[config.mk]
export PLATFORM = sky130hd
export DESIGN_NAME = irq_controller_flat
export DESIGN_NICKNAME = d
export VERILOG_FILES = /design/src/rtl/irq_controller_if.sv /design/src/rtl/irq_controller.sv /design/src/flat_wrapper.sv
export SDC_FILE = /design/constraint.sdc
export NUM_CORES = 1
export LEC_CHECK = 0
export ABC_AREA = 1
export BUFFER_PORTS_ARGS = -buffer_cell sky130_fd_sc_hd__buf_2
export CORE_MARGIN = 2
export CORE_UTILIZATION = 45
export DETAILED_ROUTE_END_ITERATION = 6
export PLACE_DENSITY = 0.78
export SLEW_MARGIN = 30
export SYNTH_ARGS = -nofsm -noshare
export SYNTH_HDL_FRONTEND = slang
export SYNTH_SLANG_ARGS = --single-unit
[constraint.sdc]
create_clock -name Clock -period 1.34 [get_ports Clock]
set_input_delay 0.134 -clock Clock [delete_from_list [all_inputs] [get_ports Clock]]
set_output_delay 0.134 -clock Clock [all_outputs]
set_load 0.05 [all_outputs]
[src/rtl/irq_controller_if.sv]
// CPU-side interrupt handshake bundle.
//   int_en     : global interrupt enable from the core status register
//   int_ack    : one-cycle pulse, core has taken the interrupt
//   eret       : one-cycle pulse, core executed ERET
//   int_req    : interrupt request to the core
//   int_vector : handler address, valid while int_req=1
//   int_id     : line number being requested
// master = interrupt controller, slave = CPU core.
interface irq_controller_if;
   logic        int_en;
   logic        int_ack;
   logic        eret;
   logic        int_req;
   logic [31:0] int_vector;
   logic [2:0]  int_id;

   modport master (
      input  int_en, int_ack, eret,
      output int_req, int_vector, int_id
   );

   modport slave (
      output int_en, int_ack, eret,
      input  int_req, int_vector, int_id
   );
endinterface

[src/rtl/irq_controller.sv]
// Interrupt controller: synchronises and edge-detects the raw request
// lines, latches pending requests, applies masks and fixed priority
// (line 0 highest), and hands one request plus handler vector to the core.
// Nested service levels are tracked as a bitmap until ERET.
// Ports:
//   Clock, Reset_n : clock, synchronous active-low reset
//   ir             : raw request lines (pulses, at least one edge wide)
//   mask           : 1 = line blocked from requesting (still latched)
//   cpu            : handshake bundle (irq_controller_if.master)
//   pending        : latched, not-yet-acknowledged requests
//   in_service     : lines currently being serviced
//
// state | meaning
// IDLE  | no request outstanding; looks for an eligible line each edge
// REQ   | int_req high, int_id/int_vector frozen until ack or withdraw
module irq_controller #(
   parameter int unsigned N_IRQ      = 3,
   parameter logic [31:0] VEC_BASE   = 32'h0000_0040,
   parameter logic [31:0] VEC_STRIDE = 32'h0000_0010
) (
   input  logic              Clock,
   input  logic              Reset_n,
   input  logic [N_IRQ-1:0]  ir,
   input  logic [N_IRQ-1:0]  mask,
   irq_controller_if.master  cpu,
   output logic [N_IRQ-1:0]  pending,
   output logic [N_IRQ-1:0]  in_service
);

   typedef enum logic {IDLE, REQ} state_t;

   state_t           state, state_nxt;
   logic [N_IRQ-1:0] sync1, sync2, prev, rise;
   logic [N_IRQ-1:0] pending_nxt, in_service_nxt;
   logic [N_IRQ-1:0] is_lsb, allowed, eligible, id_oh;
   logic             win_valid;
   logic [2:0]       win_id;
   logic             req_nxt;
   logic [2:0]       id_nxt;
   logic [31:0]      vec_nxt;

   // is_lsb isolates the highest-priority line in service; everything
   // below it (lower index) may preempt. Empty stack wraps to all ones.
   always_comb begin
      is_lsb   = in_service & (~in_service + N_IRQ'(1));
      allowed  = is_lsb - N_IRQ'(1);
      eligible = pending & ~mask & allowed;
      id_oh    = N_IRQ'(1) << cpu.int_id;
   end

   // Descending scan so the lowest eligible index is the last one kept.
   always_comb begin
      win_valid = 1'b0;
      win_id    = 3'd0;
      for (int i = N_IRQ - 1; i >= 0; i--) begin
         if (eligible[i]) begin
            win_valid = 1'b1;
            win_id    = 3'(i);
         end
      end
   end

   always_comb begin
      state_nxt      = state;
      req_nxt        = cpu.int_req;
      id_nxt         = cpu.int_id;
      vec_nxt        = cpu.int_vector;
      pending_nxt    = pending;
      in_service_nxt = in_service;

      // ERET pops the pre-ack stack top; an ack in the same cycle then pushes.
      if (cpu.eret) in_service_nxt = in_service & ~is_lsb;

      case (state)
         IDLE: begin
            if (cpu.int_en && win_valid) begin
               state_nxt = REQ;
               req_nxt   = 1'b1;
               id_nxt    = win_id;
               vec_nxt   = VEC_BASE + 32'(win_id) * VEC_STRIDE;
            end
         end
         REQ: begin
            if (cpu.int_ack) begin
               pending_nxt    = pending & ~id_oh;
               in_service_nxt = in_service_nxt | id_oh;
               req_nxt        = 1'b0;
               state_nxt      = IDLE;
            end else if (!cpu.int_en) begin
               req_nxt   = 1'b0;
               state_nxt = IDLE;
            end
         end
         default: state_nxt = IDLE;
      endcase

      // A fresh edge wins over an ack clear in the same cycle.
      pending_nxt = pending_nxt | rise;
   end

   always_ff @(posedge Clock) begin
      if (!Reset_n) begin
         sync1          <= '0;
         sync2          <= '0;
         prev           <= '0;
         rise           <= '0;
         state          <= IDLE;
         pending        <= '0;
         in_service     <= '0;
         cpu.int_req    <= 1'b0;
         cpu.int_id     <= '0;
         cpu.int_vector <= '0;
      end else begin
         sync1          <= ir;
         sync2          <= sync1;
         prev           <= sync2;
         rise           <= sync2 & ~prev;
         state          <= state_nxt;
         pending        <= pending_nxt;
         in_service     <= in_service_nxt;
         cpu.int_req    <= req_nxt;
         cpu.int_id     <= id_nxt;
         cpu.int_vector <= vec_nxt;
      end
   end

endmodule

[src/flat_wrapper.sv]
// flat-port wrapper written by rule: the top's interface ports become plain ports
module irq_controller_flat 
#(
   parameter int unsigned N_IRQ      = 3,
   parameter logic [31:0] VEC_BASE   = 32'h0000_0040,
   parameter logic [31:0] VEC_STRIDE = 32'h0000_0010
)
  (Clock, Reset_n, ir, mask, pending, in_service, cpu_int_en, cpu_int_ack, cpu_eret, cpu_int_req, cpu_int_vector, cpu_int_id);
  irq_controller_if cpu_i ();
  input  logic Clock;
  input  logic Reset_n;
  input  logic [N_IRQ-1:0] ir;
  input  logic [N_IRQ-1:0] mask;
  output logic [N_IRQ-1:0] pending;
  output logic [N_IRQ-1:0] in_service;
  input wire logic [$bits(cpu_i.int_en)-1:0] cpu_int_en;
  input wire logic [$bits(cpu_i.int_ack)-1:0] cpu_int_ack;
  input wire logic [$bits(cpu_i.eret)-1:0] cpu_eret;
  output wire logic [$bits(cpu_i.int_req)-1:0] cpu_int_req;
  output wire logic [$bits(cpu_i.int_vector)-1:0] cpu_int_vector;
  output wire logic [$bits(cpu_i.int_id)-1:0] cpu_int_id;
  assign cpu_i.int_en = cpu_int_en;
  assign cpu_i.int_ack = cpu_int_ack;
  assign cpu_i.eret = cpu_eret;
  assign cpu_int_req = cpu_i.int_req;
  assign cpu_int_vector = cpu_i.int_vector;
  assign cpu_int_id = cpu_i.int_id;
  irq_controller #(.N_IRQ(N_IRQ), .VEC_BASE(VEC_BASE), .VEC_STRIDE(VEC_STRIDE)) u_core (.Clock(Clock), .Reset_n(Reset_n), .ir(ir), .mask(mask), .cpu(cpu_i), .pending(pending), .in_service(in_service));
endmodule
==> results.tsv <==
stage	metric	value	unit
power	PwrDens	1156	mW/mm²
logic_synthesis	synthesis-stage register bit count	23	
critical_path	critical path's slowest cell	dfxtp_1	
global_route	Tot GR Track Use	11.94	%
route	via count	771	
logic_synthesis	synthesized area	0.001086	mm²
placement	Routability Congestion	0.8362	
die	Cell Rows	17	
timing	Clock Skew	0.001720	ns
timing	worst hold slack	0.09641	ns
timing	Final min period	1.191	ns
logic_synthesis	cell with the most instances after synthesis	buf_4	
timing	Slew Limit Fails	0	
global_route	first-pass GRT wire length	2380	µm
cts	number of hold buffers added after cts	3	
min_path	HP Class	in -> reg	
critical_path	worst path required time	1.21	ns
cts	Clk pin slew, worst setup/hold paths	0.12	ns
cts	TritonCTS clock tree	built	
final_layout	Antenna Cells	0	
logic_synthesis	adder-cell share of the synthesized area	0	%
logic_synthesis	top cells by count, synth	buf_4, dfxtp_1, inv_1, nand2_1	
global_route	GRT overflow	0	
power	Leak Pwr	0.6988	nW
cts	Clock Sinks	23	
route	post-route ant nets	0	
critical_path	CP cell instances	buf_2	
logic_synthesis	largest cells by area after synthesis	dfxtp_1, buf_4, inv_1	
logic_synthesis	Yosys top cell by area	dfxtp_1	
die	core area	0.002255	mm²
logic_synthesis	top cell type's share of synthesized area	42.40	%
timing	RSZ-0062 raised after global routing	no	
status	status	finished clean	
final_layout	Filler cells	220	
placement	# placed instances	178	
die	chip height	53.13	µm
placement	DP HPWL	1259	µm
final_layout	Finished Core Util	50.83	%
global_route	initial antenna violation count	0	
route	drt wl/cell	8.465	µm
timing	count of final setup violators	0	
logic_synthesis	largest family of logic cells by synthesized area	buffers and inverters	
route	drt drc	0	
timing	f_max	0.8395	GHz
final_layout	sequential cell area	460.4	µm²
die	DIE AREA	0.002822	mm²
logic_synthesis	Synth warnings	0	
global_route	largest net degree at the start of global routing	16	
critical_path	critical path's top delay family	flip-flops	
critical_path	CP bufs+invs	1	
cts	post_cts resized	0	
final_layout	Area growth syn-to-layout	5.530	%
logic_synthesis	post-synthesis mux area share	0	%
run	max cap viols	0	
logic_synthesis	simple-gate share of the synthesized area	20.97	%
logic_synthesis	Synth Area in XOR/XNOR	0	%
critical_path	CP max stage delay	0.45	ns
critical_path	Worst setup EP type	output pin	
route	DRT Pass-1 Iters	6	
logic_synthesis	Syn Area/Cell	8.228	µm²
logic_synthesis	sequential fraction of the synthesis area	42.40	%
final_layout	area occupied by multi-input gates	400.4	µm²
logic_synthesis	cell count after synthesis	132	
route	drt total wl	1566	µm
die	Die W	53.13	µm
placement	dpl cell area	0.001089	mm²
logic_synthesis	asr flop ratio synth	0	%
timing	Final WS setup	0.1488	ns
logic_synthesis	top_reg_cell synth	dfxtp_1	
cts	CTS max path bufs	2	
die	Top Ports	53	
final_layout	layout cell share with drive strength beyond 1	23.57	%
cts	H-tree levels	1	
critical_path	maximum fanout along the worst path	5	
power	Tot Pwr	1.325	mW
timing	period utilization	88.90	%
final_layout	non-filler cells, final	185	
placement	worst slack, placed	0.3087	ns
timing	Hold Vio Cnt, Final	0	
route	number of DRC markers in iteration 0	18	
final_layout	Nets	169	
critical_path	CP arrival	1.06	ns
final_layout	post-route cell area	0.001146	mm²
die	Initial Utilization	48.17	%
cts	clock latency on the worst-skew pair	0.30	ns
global_route	number of global-route vias before repair	627	
critical_path	startpoint types	flip-flop	
logic_synthesis	number of flops mapped to enable cells by yosys	0	
critical_path	CP Class	reg -> out	
timing	post-route setup TNS	0	ns
cts	post-CTS setup buffer count	0	
power	Worst VDD drop	0.0007167	V
placement	# port buffers	22	
logic_synthesis	post-synthesis compound-gate area fraction	5.530	%
route	Vias/cell	4.168	
cts	Root Driver	clkbuf_4	
logic_synthesis	count of cell types in the netlist	19	
cts	cts bufs inserted	3	
-- logic make-up after synthesis --
| group | after synthesis |
|---|---|
| buf+inv | 55 |
| simple gates | 41 |
| other cells | 1 |
| flops | 23 |
| compound gates | 12 |
-- registers in the layout (all words and copies together) (netlist names) --
signal	cells
u_core.cpu.int_vector	2
u_core.prev	3
u_core.sync2	3
u_core.sync1	3
u_core.state	1
u_core.in_service	3
u_core.cpu.int_id	1
u_core.pending	3
u_core.cpu.int_req	1
u_core.rise	3
-- report_power, final --
| part | internal [mW] | total [mW] | switching [mW] | leakage, nW |
|---|---|---|---|---|
| clock | 0.111 | 0.310 | 0.199 | 0.0177 |
| sequential | 0.705 | 0.714 | 0.00916 | 0.187 |
| combinational | 0.0414 | 0.301 | 0.259 | 0.494 |
| total | 0.858 | 1.32 | 0.467 | 0.699 |
-- worst paths after layout --
kind,cells after the start,slack [ns],to,start
hold reg to reg,1,0.39,u_core.rise[0]$_SDFF_PN0_,u_core.prev[0]$_SDFF_PN0_
setup reg to reg,6,0.29,u_core.cpu.int_id[0]$_SDFFE_PN0P_,u_core.in_service[0]$_SDFF_PN0_
setup / recovery,1,0.15,in_service[0],u_core.in_service[0]$_SDFF_PN0_
hold / removal,4,0.1,u_core.in_service[0]$_SDFF_PN0_,cpu_eret
-- metal layers --
metal / part of all wire [%] / track usage (%) / vias up
met3: 9.5 / 5.085 / 4
li1: - / - / 385
met1: 37 / 11.17 / 340
met2: 52 / 22.71 / 42
met5: 0 / 0 / -
met4: 1.1 / 4.274 / 0
-- placed cells by master, fill, tap and decap left out --
master	count
conb_1	30
dfxtp_1	23
buf_2	22
inv_1	19
nand2_1	17
a21oi_1	9
nor2_1	9
nand4_1	3
inv_2	3
clkbuf_4	3
dlygate4sd3_1	3
o21ai_0	2
nor2_4	2
nand3b_1	2
nand2_2	2
nand2_4	2
nand3_1	2
nor3b_4	1
nand3_2	1
o21ai_1	1
clkinv_2	1
-- final cells by class --
class,instances,share of cell area [%]
Sequential cell,23,40.17
Inverter,22,7.205
Clock inverter,1,0.4367
Multi-Input combinational cell,83,34.93
Timing Repair Buffer,25,12.23
Clock buffer,3,1.965
Tap cell,28,3.057
No activity file was read; power rests on OpenSTA's default activity.
